`src/rtl/free_list.sv`:
```
// rtl/free_list.sv - circular free list of physical registers with speculative and architectural heads
`ifndef DECODE_WIDTH
`define DECODE_WIDTH 4
`endif
`ifndef COMMIT_WIDTH
`define COMMIT_WIDTH 2
`endif

module free_list #(
    parameter int PHY_REG_NUM  = 64,
    parameter int DECODE_WIDTH = `DECODE_WIDTH,
    parameter int COMMIT_WIDTH = `COMMIT_WIDTH,
    localparam int PW = $clog2(PHY_REG_NUM),
    localparam int CW = PW + 1
) (
    input  logic                                 clk,
    input  logic                                 rst_n,
    input  logic                                 alloc_valid_i,
    input  logic [DECODE_WIDTH-1:0]              alloc_req_i,
    output logic                                 alloc_ready_o,
    output logic [DECODE_WIDTH-1:0][PW-1:0]      preg_o,
    input  logic [COMMIT_WIDTH-1:0]              commit_alloc_i,
    input  logic [COMMIT_WIDTH-1:0]              free_i,
    input  logic [COMMIT_WIDTH-1:0][PW-1:0]      free_preg_i,
    input  logic                                 restore_i,
    output logic [CW-1:0]                        free_cnt_o
);

    logic [PW-1:0] entry_q [PHY_REG_NUM];
    logic [PW-1:0] entry_d [PHY_REG_NUM];
    logic [CW-1:0] head_q, head_d;
    logic [CW-1:0] tail_q, tail_d;
    logic [CW-1:0] arch_head_q, arch_head_d;
    logic [CW-1:0] alloc_n, free_n, commit_n;
    logic [PW-1:0] ridx, widx;
    logic          fire;

    always_comb begin
        free_cnt_o    = tail_q - head_q;
        alloc_ready_o = !restore_i && (free_cnt_o >= CW'(DECODE_WIDTH));
        fire          = alloc_valid_i && alloc_ready_o;

        // Requesting lanes take consecutive entries from head, in lane order
        alloc_n = '0;
        ridx    = '0;
        for (int i = 0; i < DECODE_WIDTH; i++) begin
            preg_o[i] = '0;
            if (alloc_req_i[i]) begin
                ridx      = head_q[PW-1:0] + alloc_n[PW-1:0];
                preg_o[i] = entry_q[ridx];
                alloc_n   = alloc_n + CW'(1);
            end
        end

        entry_d = entry_q;
        free_n  = '0;
        widx    = '0;
        for (int j = 0; j < COMMIT_WIDTH; j++) begin
            if (free_i[j]) begin
                widx          = tail_q[PW-1:0] + free_n[PW-1:0];
                entry_d[widx] = free_preg_i[j];
                free_n        = free_n + CW'(1);
            end
        end

        commit_n = '0;
        for (int j = 0; j < COMMIT_WIDTH; j++) begin
            commit_n = commit_n + CW'(commit_alloc_i[j]);
        end

        arch_head_d = arch_head_q + commit_n;
        tail_d      = tail_q + free_n;
        // A flush rewinds to the architectural head including this cycle's commits
        if (restore_i) begin
            head_d = arch_head_d;
        end else if (fire) begin
            head_d = head_q + alloc_n;
        end else begin
            head_d = head_q;
        end
    end

    always_ff @(posedge clk or negedge rst_n) begin
        if (!rst_n) begin
            head_q      <= '0;
            arch_head_q <= '0;
            tail_q      <= CW'(PHY_REG_NUM - 1);
            for (int k = 0; k < PHY_REG_NUM; k++) begin
                entry_q[k] <= (k == PHY_REG_NUM - 1) ? '0 : PW'(k + 1);
            end
        end else begin
            head_q      <= head_d;
            arch_head_q <= arch_head_d;
            tail_q      <= tail_d;
            entry_q     <= entry_d;
        end
    end

endmodule

```
`config.mk`:
```
export PLATFORM = sky130hd
export DESIGN_NAME = free_list
export DESIGN_NICKNAME = d
export VERILOG_FILES = /design/src/rtl/free_list.sv
export SDC_FILE = /design/constraint.sdc
export NUM_CORES = 2
export LEC_CHECK = 0
export BUFFER_PORTS_ARGS = -buffer_cell sky130_fd_sc_hd__buf_2
export CORE_ASPECT_RATIO = 0.9
export CORE_UTILIZATION = 65
export CTS_BUF_LIST = sky130_fd_sc_hd__clkbuf_4 sky130_fd_sc_hd__clkbuf_8
export DETAILED_ROUTE_END_ITERATION = 16
export HOLD_SLACK_MARGIN = 0.15
export PLACE_DENSITY = 0.93
export RECOVER_POWER = 50
export SLEW_MARGIN = 0
export SYNTH_ARGS = -nofsm -noshare
export SYNTH_HDL_FRONTEND = slang
export SYNTH_SLANG_ARGS = --single-unit
```
`constraint.sdc`:
```
create_clock -name clk -period 10.6 [get_ports clk]
set_input_delay 1.06 -clock clk [delete_from_list [all_inputs] [get_ports clk]]
set_output_delay 1.06 -clock clk [all_outputs]
set_load 0.05 [all_outputs]
```
Word-level counts from Yosys, hierarchy flattened
Cells that the tools add are included.

Mux-type cells: 32. Reduce and logical (&&, ||, !) cells: 6. Add/sub/neg operators: 13. Bitwise operators: 6. Order comparisons: 9.

Operators with widths (number): 384-bit bitwise mux (2); 384-bit two-way mux (2); 6-bit binary-select mux with 6-bit select (4); 6-bit two-way mux (14); 6-bit demux with 6-bit select (2); 7-bit >= comparator, second input constant (6); 7-bit two-way mux (6); 6-bit NOT with 7-bit output (6); 7-bit by 1-bit adder with 7-bit output, second input constant (4); 6-bit adder (4); 7-bit adder (2); 7-bit by 1-bit < comparator with 1-bit output, second input constant (2); 7-bit by 2-bit adder with 7-bit output (1); 7-bit by 3-bit >= comparator with 1-bit output, second input constant (1); 7-bit subtractor (1); 1-bit logical AND (4); 1-bit by 1-bit adder with 2-bit output (1); 1-bit two-way mux (2); 2-bit nonzero test (1); 1-bit zero test (1).

Register bits after elaboration: 405. Input bits: 24. Output and inout bits: 32. Logic and storage cells: 133.

Logic depth before layout (Yosys ltp)
Depth in word-level cells: 11. Gate-level depth with buffers: 13.

Worst setup path before layout
OpenSTA, ideal clock, no wires.

Kind: register to output. From: register head_q[1]. To: output port alloc_ready_o. Buffers on the path: 2. Stages on the path, launching flop included: 10. Slack: 4.738 ns. Arrival: 4.802 ns. Data required time: 9.540 ns. Cells stage by stage: dfrtp_1 buf_1 buf_1 clkinv_1 ha_1 nor2b_1 o31a_1 o311ai_1 nor3_1 a21oi_1.

Word-level cells in the longest chain between the ends: 3.

Ends and longest elaborated chain: from (decl) (RTL line 31) `logic [CW-1:0] head_q, head_d;`; from (signal assigned) (RTL line 85) `head_q <= '0;`; from (signal assigned) (RTL line 92) `head_q <= head_d;`; 7-bit subtractor (RTL line 39) `free_cnt_o = tail_q - head_q;`; net free_cnt_o[5] (RTL line 26) `output logic [CW-1:0] free_cnt_o`; 7-bit by 3-bit >= comparator with 1-bit output (RTL line 40) `alloc_ready_o = !restore_i && (free_cnt_o >= CW'(DECODE_WIDTH));`; 1-bit logical AND (RTL line 40); to (decl) (RTL line 20) `output logic alloc_ready_o,`.

The timed path passes the listed nets, and every way through them passes these cells.

==> impl_metrics.json <==
{
  "status": "complete, but fails checks",
  "violations": "max-capacitance violations, max-slew violations",
  "rows": 79,
  "worst-setup-path-type": "reg2out",
  "chipHeight_um": 219,
  "yosys-top-cells-count": "mux2_2, mux4_2, nand2_1, dfrtp_1, mux2i_1",
  "ir_drop_uv": 466,
  "grt-busiest-layer": "met2",
  "gr-usage-met2_pct": 71.5,
  "synthTopCellsByArea": "mux4_2, mux2_2, dfstp_2",
  "power_switching_uw": 6890,
  "synth_fa_ha_area_share_pct": 1.31,
  "crit_fanout": 47,
  "synth.mux.area_fraction_pct": 52.1,
  "internal_power_uw": 7830,
  "syn_to_final_growth_pct": 6.40,
  "antenna_found_initial": 13,
  "maxSlewHeadroom_pct": -235,
  "ys_seq_area_share_pct": 30.6,
  "clock_path_buffers": 3,
  "path_clk_slew_ps": 60,
  "postCtsSetupBuffers": 0,
  "ant_nets": 0,
  "ys_seq_elements": 405,
  "synth.distinct_cells": 64,
  "hold_buffers": 0,
  "tns_ps": 0,
  "grt_max_degree": 171,
  "port_buffers": 55,
  "holdPathStages": 1,
  "drive_above_1_share_pct": 52.1,
  "grt.overflow.total": 0,
  "synth_xor_area_share_pct": 1.00,
  "globalplace.congestion": 1.06,
  "num-fill-cells": 3477,
  "hp-class": "reg2reg",
  "die_width_um": 243,
  "post-synth-top-count-cell": "mux2_2",
  "yosys_warnings": 0,
  "clock_tree.root_cell": "clkbuf_8",
  "pwr-share-comb_pct": 63.2,
  "synth_area_um2": 33900,
  "leakagePower_uw": 0.0142,
  "wl_per_cell_um": 38.6,
  "io_pins": 56,
  "drt_iter0_markers": 4756,
  "dp_hpwl_um": 87400,
  "seqPwrFrac_pct": 25.6,
  "grt_use_met1_pct": 62.0,
  "drcViolationCount": 0,
  "synth_compound_area_share_pct": 5.32,
  "endpoint_kind": "output port",
  "insertion_delay_ps": 710,
  "design.die.area_um2": 53100,
  "synth_top_family_by_area": "multiplexers",
  "first_pass_iters": 6,
  "period_share_pct": 69.8,
  "hold_ws_ps": 492,
  "ctsResizeCount": 0,
  "crit_start": "head_q[1]$_DFFE_PN0P_",
  "cts_sinks": 405,
  "synth.avg_cell_area_um2": 12.6,
  "slew_viol_final": 181,
  "rsz0062_at_grt": "no",
  "worstMarginPinSlew_ps": 5030,
  "clkPwrFrac_pct": 11.3,
  "core-area_um2": 51600,
  "required_ps": 9540,
  "grt_pass1_vias": 27170,
  "final_core_util_pct": 69.9,
  "grt_use_met3_pct": 24.5,
  "p_per_area_nw_per_um2": 408,
  "via_per_inst": 8.22,
  "numCtsBuffers": 71,
  "synth-edff-count": 0,
  "ff2ff_path_depth": 9,
  "netlist_instances": 2698,
  "grt_pass1_wl_um": 189000,
  "tritoncts": "yes",
  "final_nets": 2672,
  "critical_path_arrival_ps": 6340,
  "routed-via-count": 27674,
  "cts_max_level": 3,
  "yosysTopAreaCellShare_pct": 28.4,
  "hold_start": "arch_head_q[6]$_DFF_PN0_",
  "fmax_mhz": 135,
  "netSwitchingFraction_pct": 46.8,
  "min_period_ps": 7400,
  "cap_viol_max_count": 3,
  "setup_violations": 0,
  "hold_violations": 0,
  "yosysTopAreaCell": "mux4_2",
  "synth-simple-area-share_pct": 6.21,
  "post-place-cells": 3231,
  "r2r-start": "head_q[1]$_DFFE_PN0P_",
  "async_flop_share_pct": 100,
  "fin_worst_skew_ps": 19.9,
  "grt_use_total_pct": 49.8,
  "wl_um": 130000,
  "start_util_pct": 65.7,
  "final_cells": 3367,
  "crit_path_start_kind": "register",
  "synth-main-ff-cell": "dfrtp_1",
  "syn-num-nets": 2754
}
-- cells in the final DEF, fill, tap and decap left out, types with 12 or more instances in the layout --
cell,Yosys,routed
a22o_1,12,12
mux4_2,428,428
buf_2,50,52
nand4_1,14,14
nand3_1,28,28
nand2_1,213,213
inv_1,25,25
dfstp_2,198,198
a211oi_1,16,16
a21oi_1,85,85
ha_1,26,22
clkbuf_4,0,27
nor2_1,158,156
xnor2_1,28,24
o22ai_1,23,23
mux2i_1,205,205
clkbuf_8,0,91
and2_1,19,19
a311o_1,12,12
o21ai_0,82,81
buf_4,6,39
dfrtp_1,207,204
mux2_1,9,12
mux2_2,515,512
-- power groups by stage --
stage | logic (µW) | registers [µW] | clock network [µW]
2_1_floorplan | 6770 | 3020 | 0
3_3_place_gp | 8710 | 3580 | 0
3_5_place_dp | 8900 | 3660 | 0
4_1_cts | 8950 | 3650 | 1660
5_1_grt | 9520 | 3790 | 1720
6_report | 9300 | 3760 | 1660
-- final timing paths --
check	endpoint	slack (ps)
max	preg_o[15]	3200
max reg2reg	head_q[1]$_DFFE_PN0P_	5350
min	arch_head_q[6]$_DFF_PN0_	490
min in group asynchronous	entry_q[25]$_DFF_PN0_	2200
max in group asynchronous	head_q[1]$_DFFE_PN0P_	3270
min reg2reg	arch_head_q[6]$_DFF_PN0_	490
-- stage by stage --
step	cell area, µm²	worst slack, ps	power, µW
after floorplan	33900	4740	9790
after global placement	34500	3550	12300
after detailed placement	34500	3480	12600
after CTS	36100	3470	14300
after global routing	36100	2200	15000
final	36100	3200	14700
-- cell families after synthesis --
family                   count (synthesis)
buffers and inverters                  283
other                                    1
flip-flops                             405
adder cells (fa/ha/maj)                 32
AO/OA/AOI/OAI                          288
XOR/XNOR                                38
multiplexers                          1161
AND/OR/NAND/NOR                        490
-- state kept, by name, summed over array words and instances, names as in the netlist --
| signal | flops |
|---|---|
| head_q | 7 |
| entry_q | 384 |
| arch_head_q | 7 |
| tail_q | 7 |
-- final cells by class --
cell class	count	area (µm²)	share of cell area (%)
Multi-Input combinational cell	2010	22500	62.3
Sequential cell	405	10400	28.8
Clock buffer	118	1460	4.03
Tap cell	688	861	2.39
Timing Repair Buffer	97	609	1.69
Clock inverter	11	141	0.392
Inverter	31	116	0.323
Antenna cell	7	17.5	0.0485
-- metal layers --
layer | part of all wire (%) | vias to the layer above
li1 | - | 10387
met1 | 33 | 13866
met2 | 43 | 2735
met3 | 17 | 670
met4 | 6.9 | 16
met5 | 0.14 | -
-- worst max-delay path, cell delays in order, from the launching register on --
cell,delay (ps)
dfrtp_4,1010
ha_1,370
a21oi_1,350
or3_1,750
and2_1,800
buf_4,550
a211oi_1,100
a211oi_1,1040
a311o_1,320
buf_2,300
Power figures use the tool's default switching activity.
